[config.mk]
export PLATFORM = sky130hd
export DESIGN_NAME = spi_sram_slave
export DESIGN_NICKNAME = d
export VERILOG_FILES = /design/src/rtl/spi_sram_pkg.sv /design/src/rtl/spi_in_sync.sv /design/src/rtl/spi_sram_slave.sv
export SDC_FILE = /design/constraint.sdc
export NUM_CORES = 1
export LEC_CHECK = 0
export CAP_MARGIN = 0
export CORE_UTILIZATION = 50
export CTS_CLUSTER_SIZE = 25
export DETAILED_ROUTE_END_ITERATION = 10
export GPL_TIMING_DRIVEN = 0
export PLACE_DENSITY = 0.66
export SYNTH_ARGS = -nofsm -noshare
export SYNTH_HDL_FRONTEND = slang
export SYNTH_SLANG_ARGS = --single-unit
export TNS_END_PERCENT = 20
[constraint.sdc]
create_clock -name clk -period 5.5 [get_ports clk]
set_clock_uncertainty 0.05 [all_clocks]
set_input_delay 0.55 -clock clk [delete_from_list [all_inputs] [get_ports clk]]
set_output_delay 0.55 -clock clk [all_outputs]
set_load 0.01 [all_outputs]
[src/rtl/spi_sram_pkg.sv]
// ============================================================================
// spi_sram_pkg : opcodes, FSM state type and synchronizer reset levels
// Rev 1.0
// ============================================================================
`default_nettype none

package spi_sram_pkg;

  localparam logic [7:0] SPI_CMD_READ  = 8'h03;
  localparam logic [7:0] SPI_CMD_WRITE = 8'h02;

  typedef enum logic [2:0] {
    ST_IDLE   = 3'd0,
    ST_CMD    = 3'd1,
    ST_ADDR   = 3'd2,
    ST_RD     = 3'd3,
    ST_WR     = 3'd4,
    ST_IGNORE = 3'd5
  } spi_sram_state_t;

  // Idle levels of the SPI lines, so a reset never fabricates an edge on a quiet bus
  localparam logic SYNC_RST_CS_N = 1'b1;
  localparam logic SYNC_RST_SCK  = 1'b0;
  localparam logic SYNC_RST_MOSI = 1'b0;

endpackage

`default_nettype wire

[src/rtl/spi_in_sync.sv]
// ============================================================================
// spi_in_sync : 2-FF synchronizer with rise/fall detect on the synced level
// Rev 1.0
// ============================================================================
`default_nettype none

module spi_in_sync
  import spi_sram_pkg::*;
#(
  parameter logic RST_VAL = SYNC_RST_SCK
) (
  input  logic clk,
  input  logic rst_n,
  input  logic i_d,
  output logic o_q,
  output logic o_rise,
  output logic o_fall
);

  logic r_s1;
  logic r_s2;
  logic r_prev;

  always_ff @(posedge clk) begin
    if (!rst_n) begin
      r_s1   <= RST_VAL;
      r_s2   <= RST_VAL;
      r_prev <= RST_VAL;
    end else begin
      r_s1   <= i_d;
      r_s2   <= r_s1;
      r_prev <= r_s2;
    end
  end

  assign o_q    = r_s2;
  assign o_rise = r_s2 & ~r_prev;
  assign o_fall = ~r_s2 & r_prev;

endmodule

`default_nettype wire

[src/rtl/spi_sram_slave.sv]
// ============================================================================
// spi_sram_slave : SPI mode-0 serial SRAM (READ 0x03 / WRITE 0x02), flop array
// Rev 1.0
// ============================================================================
`default_nettype none

module spi_sram_slave
  import spi_sram_pkg::*;
#(
  parameter int ADDR_W = 4
) (
  input  logic clk,
  input  logic rst_n,
  input  logic spi_cs_n,
  input  logic spi_sck,
  input  logic spi_mosi,
  output logic spi_miso,
  output logic bad_cmd,
  output logic busy
);

  localparam int DEPTH = 2 ** ADDR_W;

  logic w_cs_q;
  logic w_cs_fall;
  logic w_cs_rise_unused;
  logic w_sck_q_unused;
  logic w_sck_rise;
  logic w_sck_fall;

  spi_in_sync #(.RST_VAL(SYNC_RST_CS_N)) u_cs_sync (
    .clk    (clk),
    .rst_n  (rst_n),
    .i_d    (spi_cs_n),
    .o_q    (w_cs_q),
    .o_rise (w_cs_rise_unused),
    .o_fall (w_cs_fall)
  );

  spi_in_sync #(.RST_VAL(SYNC_RST_SCK)) u_sck_sync (
    .clk    (clk),
    .rst_n  (rst_n),
    .i_d    (spi_sck),
    .o_q    (w_sck_q_unused),
    .o_rise (w_sck_rise),
    .o_fall (w_sck_fall)
  );

  spi_sram_state_t   r_state;
  logic [2:0]        r_bit_cnt;
  logic [6:0]        r_shift;
  logic [7:0]        r_tx;
  logic [ADDR_W-1:0] r_addr;
  logic              r_is_read;
  logic              r_wr_pend;
  logic [7:0]        r_wdata;
  logic              r_miso;
  logic              r_bad_cmd;
  logic              r_busy;
  logic              r_armed;
  logic [1:0]        r_settle;
  logic              r_mosi_s1;
  logic              r_mosi_s2;
  logic [7:0]        r_mem [DEPTH];

  logic [7:0]        w_byte;
  logic [ADDR_W-1:0] w_addr_next;
  logic [ADDR_W-1:0] w_addr_inc;

  assign w_byte      = {r_shift, r_mosi_s2};
  // Shifting the address straight into ADDR_W bits drops the unused upper bits
  assign w_addr_next = ADDR_W'({r_addr, r_mosi_s2});
  assign w_addr_inc  = r_addr + ADDR_W'(1);

  always_ff @(posedge clk) begin
    if (!rst_n) begin
      r_state   <= ST_IDLE;
      r_bit_cnt <= 3'd0;
      r_shift   <= 7'd0;
      r_tx      <= 8'd0;
      r_addr    <= '0;
      r_is_read <= 1'b0;
      r_wr_pend <= 1'b0;
      r_wdata   <= 8'd0;
      r_miso    <= 1'b0;
      r_bad_cmd <= 1'b0;
      r_busy    <= 1'b0;
      r_armed   <= 1'b0;
      r_settle  <= 2'b00;
      r_mosi_s1 <= SYNC_RST_MOSI;
      r_mosi_s2 <= SYNC_RST_MOSI;
      for (int i = 0; i < DEPTH; i++) begin
        r_mem[i] <= 8'd0;
      end
    end else begin
      r_bad_cmd <= 1'b0;
      r_mosi_s1 <= spi_mosi;
      r_mosi_s2 <= r_mosi_s1;
      // A transaction already in flight at reset release is skipped until CS is seen high
      r_settle  <= {r_settle[0], 1'b1};
      if (r_settle[1] && w_cs_q) begin
        r_armed <= 1'b1;
      end

      if (r_wr_pend) begin
        r_mem[r_addr] <= r_wdata;
        r_addr        <= w_addr_inc;
        r_wr_pend     <= 1'b0;
      end

      if (r_state != ST_IDLE && w_cs_q) begin
        r_state   <= ST_IDLE;
        r_busy    <= 1'b0;
        r_bit_cnt <= 3'd0;
        r_shift   <= 7'd0;
        r_miso    <= 1'b0;
      end else begin
        case (r_state)
          ST_IDLE: begin
            if (r_armed && w_cs_fall) begin
              r_state   <= ST_CMD;
              r_busy    <= 1'b1;
              r_bit_cnt <= 3'd0;
              r_shift   <= 7'd0;
            end
          end
          ST_CMD: begin
            if (w_sck_rise) begin
              r_bit_cnt <= r_bit_cnt + 3'd1;
              r_shift   <= w_byte[6:0];
              if (r_bit_cnt == 3'd7) begin
                if (w_byte == SPI_CMD_READ) begin
                  r_state   <= ST_ADDR;
                  r_is_read <= 1'b1;
                end else if (w_byte == SPI_CMD_WRITE) begin
                  r_state   <= ST_ADDR;
                  r_is_read <= 1'b0;
                end else begin
                  r_state   <= ST_IGNORE;
                  r_bad_cmd <= 1'b1;
                end
              end
            end
          end
          ST_ADDR: begin
            if (w_sck_rise) begin
              r_bit_cnt <= r_bit_cnt + 3'd1;
              r_addr    <= w_addr_next;
              if (r_bit_cnt == 3'd7) begin
                if (r_is_read) begin
                  r_state <= ST_RD;
                  r_tx    <= r_mem[w_addr_next];
                end else begin
                  r_state <= ST_WR;
                end
              end
            end
          end
          ST_RD: begin
            if (w_sck_fall) begin
              r_bit_cnt <= r_bit_cnt + 3'd1;
              r_miso    <= r_tx[7];
              if (r_bit_cnt == 3'd7) begin
                r_addr <= w_addr_inc;
                r_tx   <= r_mem[w_addr_inc];
              end else begin
                r_tx <= {r_tx[6:0], 1'b0};
              end
            end
          end
          ST_WR: begin
            if (w_sck_rise) begin
              r_bit_cnt <= r_bit_cnt + 3'd1;
              r_shift   <= w_byte[6:0];
              if (r_bit_cnt == 3'd7) begin
                r_wdata   <= w_byte;
                r_wr_pend <= 1'b1;
              end
            end
          end
          ST_IGNORE: begin
            r_state <= ST_IGNORE;
          end
          default: begin
            r_state <= ST_IDLE;
            r_busy  <= 1'b0;
          end
        endcase
      end
    end
  end

  assign spi_miso = r_miso;
  assign bad_cmd  = r_bad_cmd;
  assign busy     = r_busy;

endmodule

`default_nettype wire
Word-level counts from Yosys, hierarchy flattened
Memory sizes are Yosys's and may differ from the RTL's. A register that Yosys moved wholly into a read port is not among the register bits.
Index checks and enable logic that the tools add are counted.
{ "word_totals": {"regBits": 49, "ram_bits": 128, "memories": 1} }
{ "classes": {"bitwise": 14, "reduce_logical": 25, "n_eq_ne": 17, "n_addsub": 2, "mux": 43} }
{ "mem_list": {"columns": ["name", "depth", "width", "rd", "rd_clocked_by_memory_dff", "write_ports", "line_no", "source"], "rows": [
  ["r_mem", 16, 8, 2, 1, 16, "spi_sram_slave.sv:64", "logic [7:0] r_mem [DEPTH];"]
]} }
{ "ops": {"columns": ["operator", "count"], "rows": [
  ["8-bit 2-to-1 mux", 6],
  ["3-bit 2-to-1 mux", 11],
  ["4-bit 2-to-1 mux", 7],
  ["8-bit by 2-bit == test with 1-bit output, second input constant", 2],
  ["8-bit one-hot mux with 2 select lines", 1],
  ["3-bit one-hot mux with 5 select lines", 1],
  ["7-bit 2-to-1 mux", 2],
  ["7-bit one-hot mux with 2 select lines", 1],
  ["6-bit AND reduction", 2],
  ["1-bit 2-to-1 mux", 11],
  ["1-bit inverter", 11],
  ["2-bit by 1-bit != test with 1-bit output, second input constant", 5],
  ["3-bit == test, second input constant", 3],
  ["3-bit one-hot mux with 3 select lines", 1],
  ["2-bit != test, second input constant", 4],
  ["4-bit one-hot mux with 2 select lines", 1],
  ["4-bit AND reduction", 2],
  ["8-bit OR reduction", 1],
  ["3-bit by 2-bit == test with 1-bit output, second input constant", 2],
  ["2-bit nonzero test", 3],
  ["3-bit nonzero test", 2],
  ["2-bit OR reduction", 3],
  ["6-bit OR reduction", 1],
  ["5-bit AND reduction", 1],
  ["12 further kinds", 17]
]} }

Longest topological paths before layout
{ "depth": {"ltp_word": 7, "mapped_depth": 12} }

Hierarchy
A second synthesis with hierarchy kept.
{ "unflattened": {"hier_cells": 741, "area_unflattened_um2": 9380.2} }
{ "by_module_without_submodules": {"columns": ["module", "area_each_um2", "seq_area_each_um2", "instances", "cells_per_inst"], "rows": [
  ["spi_sram_slave", 9197.6, 4704.5, 1, 725],
  ["spi_in_sync", 91.3, 60.1, 2, 8]
]} }

Worst setup path after synthesis
OpenSTA, ideal clock, no wires.
{ "synth_path": {"path_type": "register to register", "from": "reg r_addr[0]", "to": "reg r_tx[1]", "stages_incl_launch_ff": 12, "required_ns": 5.329, "setup_slack_ns": 2.838, "setup_ns": 0.121, "arrival_time_ns": 2.491, "period_less_slack_ns": 2.662, "path_cell_list": "dfxtp_1 -> buf_6 -> buf_12 -> buf_2 -> inv_1 -> ha_1 -> buf_2 -> buf_2 -> mux4_2 -> mux2_2 -> o221ai_1 -> nor3_1"} }
{ "synth_between": {"elab_chain_cells": 5} }
{ "synth_lines": {"columns": ["item", "line_no", "source"], "rows": [
  ["from (decl)", "spi_sram_slave.sv:53", "logic [ADDR_W-1:0] r_addr;"],
  ["from (signal assigned)", "spi_sram_slave.sv:107", "r_addr <= w_addr_inc;"],
  ["from (signal assigned)", "spi_sram_slave.sv:148", "r_addr <= w_addr_next;"],
  ["from (signal assigned)", "spi_sram_slave.sv:164", "r_addr <= w_addr_inc;"],
  ["4-bit by 1-bit adder with 4-bit output", "spi_sram_slave.sv:73", "assign w_addr_inc = r_addr + ADDR_W'(1);"],
  ["memory 16 x 8 bit", null, null],
  ["8-bit 2-to-1 mux", "spi_sram_slave.sv:163", "if (r_bit_cnt == 3'd7) begin"],
  ["8-bit 2-to-1 mux", "spi_sram_slave.sv:160", "if (w_sck_fall) begin"],
  ["8-bit one-hot mux with 2 select lines", "spi_sram_slave.sv:118", "case (r_state)"],
  ["to (signal assigned)", "spi_sram_slave.sv:152", "r_tx <= r_mem[w_addr_next];"],
  ["to (signal assigned)", "spi_sram_slave.sv:165", "r_tx <= r_mem[w_addr_inc];"],
  ["to (signal assigned)", "spi_sram_slave.sv:167", "r_tx <= {r_tx[6:0], 1'b0};"],
  ["to (decl)", "spi_sram_slave.sv:52", "logic [7:0] r_tx;"]
]} }
Every way passes these cells. The select of a mux whose other input is x is not followed.
A chain may end at the register's enable or synchronous reset.

==> impl_metrics.json <==
{
  "endpoint_kind": "flop",
  "wl_per_cell_um": 25.7,
  "ys_async_sr_fraction_pct": 0,
  "ctsResizeCount": 0,
  "required_ps": 5530,
  "globalplace.congestion": 0.967,
  "grt_pass1_vias": 6198,
  "viasPerCell": 6.38,
  "yosys_register_bits": 177,
  "cts_hold_buf": 0,
  "hold_path_class": "flop to flop",
  "clock_path_buffers": 2,
  "reg2reg_depth": 11,
  "power_density_nw_per_um2": 273,
  "grt.total_usage_pct": 27.5,
  "fp.dieH_um": 139,
  "stdcell_area_um2": 10400,
  "dp.final_hpwl_um": 18600,
  "synthesis.area_um2": 9440,
  "start_kind": "primary input",
  "yosysWarnings": 0,
  "cts.sinks": 177,
  "outcome": "finished clean",
  "yosysMostFrequentCell": "and2_1",
  "rsz0062_at_grt": "false",
  "nets": 770,
  "wirelength_um": 25700,
  "path_max_fanout": 10,
  "ant_nets": 0,
  "antenna_found_initial": 0,
  "ios": 8,
  "post_dp_cell_area_um2": 9810,
  "portBuffers": 7,
  "route.detailed.drc": 0,
  "min_period_ps": 3660,
  "ys_types": 58,
  "synth_nets": 742,
  "start_util_pct": 51.8,
  "synth_top_area_cell": "edfxtp_1",
  "syn_avg_cell_area_um2": 12.9,
  "worst_ep_arrival_time_ps": 3690,
  "tightest_slew_ps": 1420,
  "dieArea_um2": 19400,
  "path_class": "primary input to flop",
  "holdWs_ps": 372,
  "hold_viol_final": 0,
  "setup_viol": 0,
  "synth-edff-count": 128,
  "grt_max_degree": 20,
  "antenna_cells": 0,
  "power.leakage_nw": 3.59,
  "cts-buffers-inserted": 17,
  "synth_top_flop_cell": "edfxtp_1",
  "post-route-period-util_pct": 66.5,
  "utilization_pct": 57.1,
  "overflow": 0,
  "ir_drop_v": 0.000225,
  "htreeDepth": 4,
  "drive_above_1_share_pct": 15.0,
  "worst_hold_path.num_cells": 1,
  "core_um2": 18200,
  "cts_tree": "done",
  "relSlewSlack_pct": 4.43,
  "via_count": 6382,
  "clk_latency_ps": 450,
  "synth_seq_area_share_pct": 51.1,
  "die_w_um": 139,
  "firstDrtPassIters": 5,
  "cap_viol_max_count": 0,
  "clock-root-buffer": "clkbuf_16",
  "area_growth_pct": 10.2,
  "grt_pass1_wl_um": 38200,
  "drt_iter0_markers": 816,
  "drv_slew": 0,
  "syn-instance-count": 731,
  "clk_pin_slew_worst_paths_ps": 70,
  "synthTopCellsByArea": "edfxtp_1 (41%), dfxtp_1 (10%), mux4_2 (9.8%)",
  "rows": 49,
  "synth_top_area_share_pct": 40.7,
  "cts_setup_buffers": 0,
  "clock.fmax_mhz": 274,
  "synth_commonest_cells": "and2_1 (143), edfxtp_1 (128), nor2_1 (51), dfxtp_1 (49), mux4_2 (41)",
  "finalSetupTns_ps": 0,
  "nFillCells": 1474
}
[cells in the final DEF, fill, tap and decap left out, types with 10 or more instances in the layout]
cell type    n
a211oi_1    10
nor3_1      14
clkbuf_16   17
dfxtp_1     49
buf_2       13
nand2b_1    16
mux4_2      41
mux4_1      19
nand2_1     29
edfxtp_1   128
mux2_2      17
o21ai_0     19
mux2i_1     40
and2_1     143
nor2_1      51
clkbuf_1    29
[layer usage]
| layer | share of wire (%) | up-vias | GRT usage (%) | routed length (um) |
|---|---|---|---|---|
| met5 | 0 | - | 0 | 0 |
| li1 | - | 2817 | - | - |
| met4 | 2.3 | 0 | 10.2 | 589 |
| met3 | 8.7 | 39 | 5.61 | 2220 |
| met2 | 45 | 326 | 42.3 | 11700 |
| met1 | 44 | 3200 | 38.7 | 11200 |
[layout make-up]
cell class	count	area (um^2)	share of cell area, %
clock inverters	15	161	1.55
plain buffers	54	297	2.85
multi-input cells	494	4290	41.3
well taps	229	287	2.76
repair buffers	9	86.3	0.830
inverters	6	22.5	0.217
clock buffers	17	425	4.09
flip-flops and latches	177	4820	46.4
[flip-flops by register name (all words and copies together), names as in the netlist, 2 cells and up]
signal and cells:
r_settle 2, r_state 3, r_shift 7, r_tx 8
r_bit_cnt 3, r_mem 128, r_wdata 8, r_addr 4
[stage by stage]
| step | setup slack [ps] | power, mW | instances |
|---|---|---|---|
| final | 1850 | 2.84 | 1001 |
| after global placement | 1530 | 1.65 | 967 |
| after CTS | 1910 | 2.84 | 1000 |
| after detailed placement | 1450 | 1.65 | 968 |
| after floorplan | 2840 | 1.60 | 731 |
| after global routing | 1790 | 2.90 | 1001 |
[cells by family (layout without fill, tap and decap cells)]
family,after synthesis,count (layout),synth area share (%)
muxes,117,117,21.3
adders and majority gates,6,6,0.795
xor gates and xnor gates,6,6,0.636
DFF,177,177,51.1
and+or+nand+nor,290,290,17.2
AOI/OAI and AO/OA,75,75,5.50
buffers and inverters,60,101,3.38
[path summary, 6_finish.rpt]
check	slack [ps]	start	to
worst max-delay path	1850	rst_n	r_mem[2][0]
worst min-delay path	370	u_cs_sync.r_s1	u_cs_sync.o_q
worst max register to register	1880	r_addr[0]	r_tx[1]
worst min register to register	370	u_cs_sync.r_s1	u_cs_sync.o_q
[power by group]
group	switching, mW	leakage, nW	internal (mW)	total [mW]
combinational	0.0681	1.66	0.0523	0.120
sequential	0.0321	1.63	1.48	1.51
clock	0.599	0.293	0.611	1.21
[critical path, cell delays in order]
cell             delay [ps]
clkdlybuf4s50_1         540
clkbuf_1                500
nand2b_1                300
nor3_1                 1180
nand2b_1                620
(Power assumes the default switching activity.)
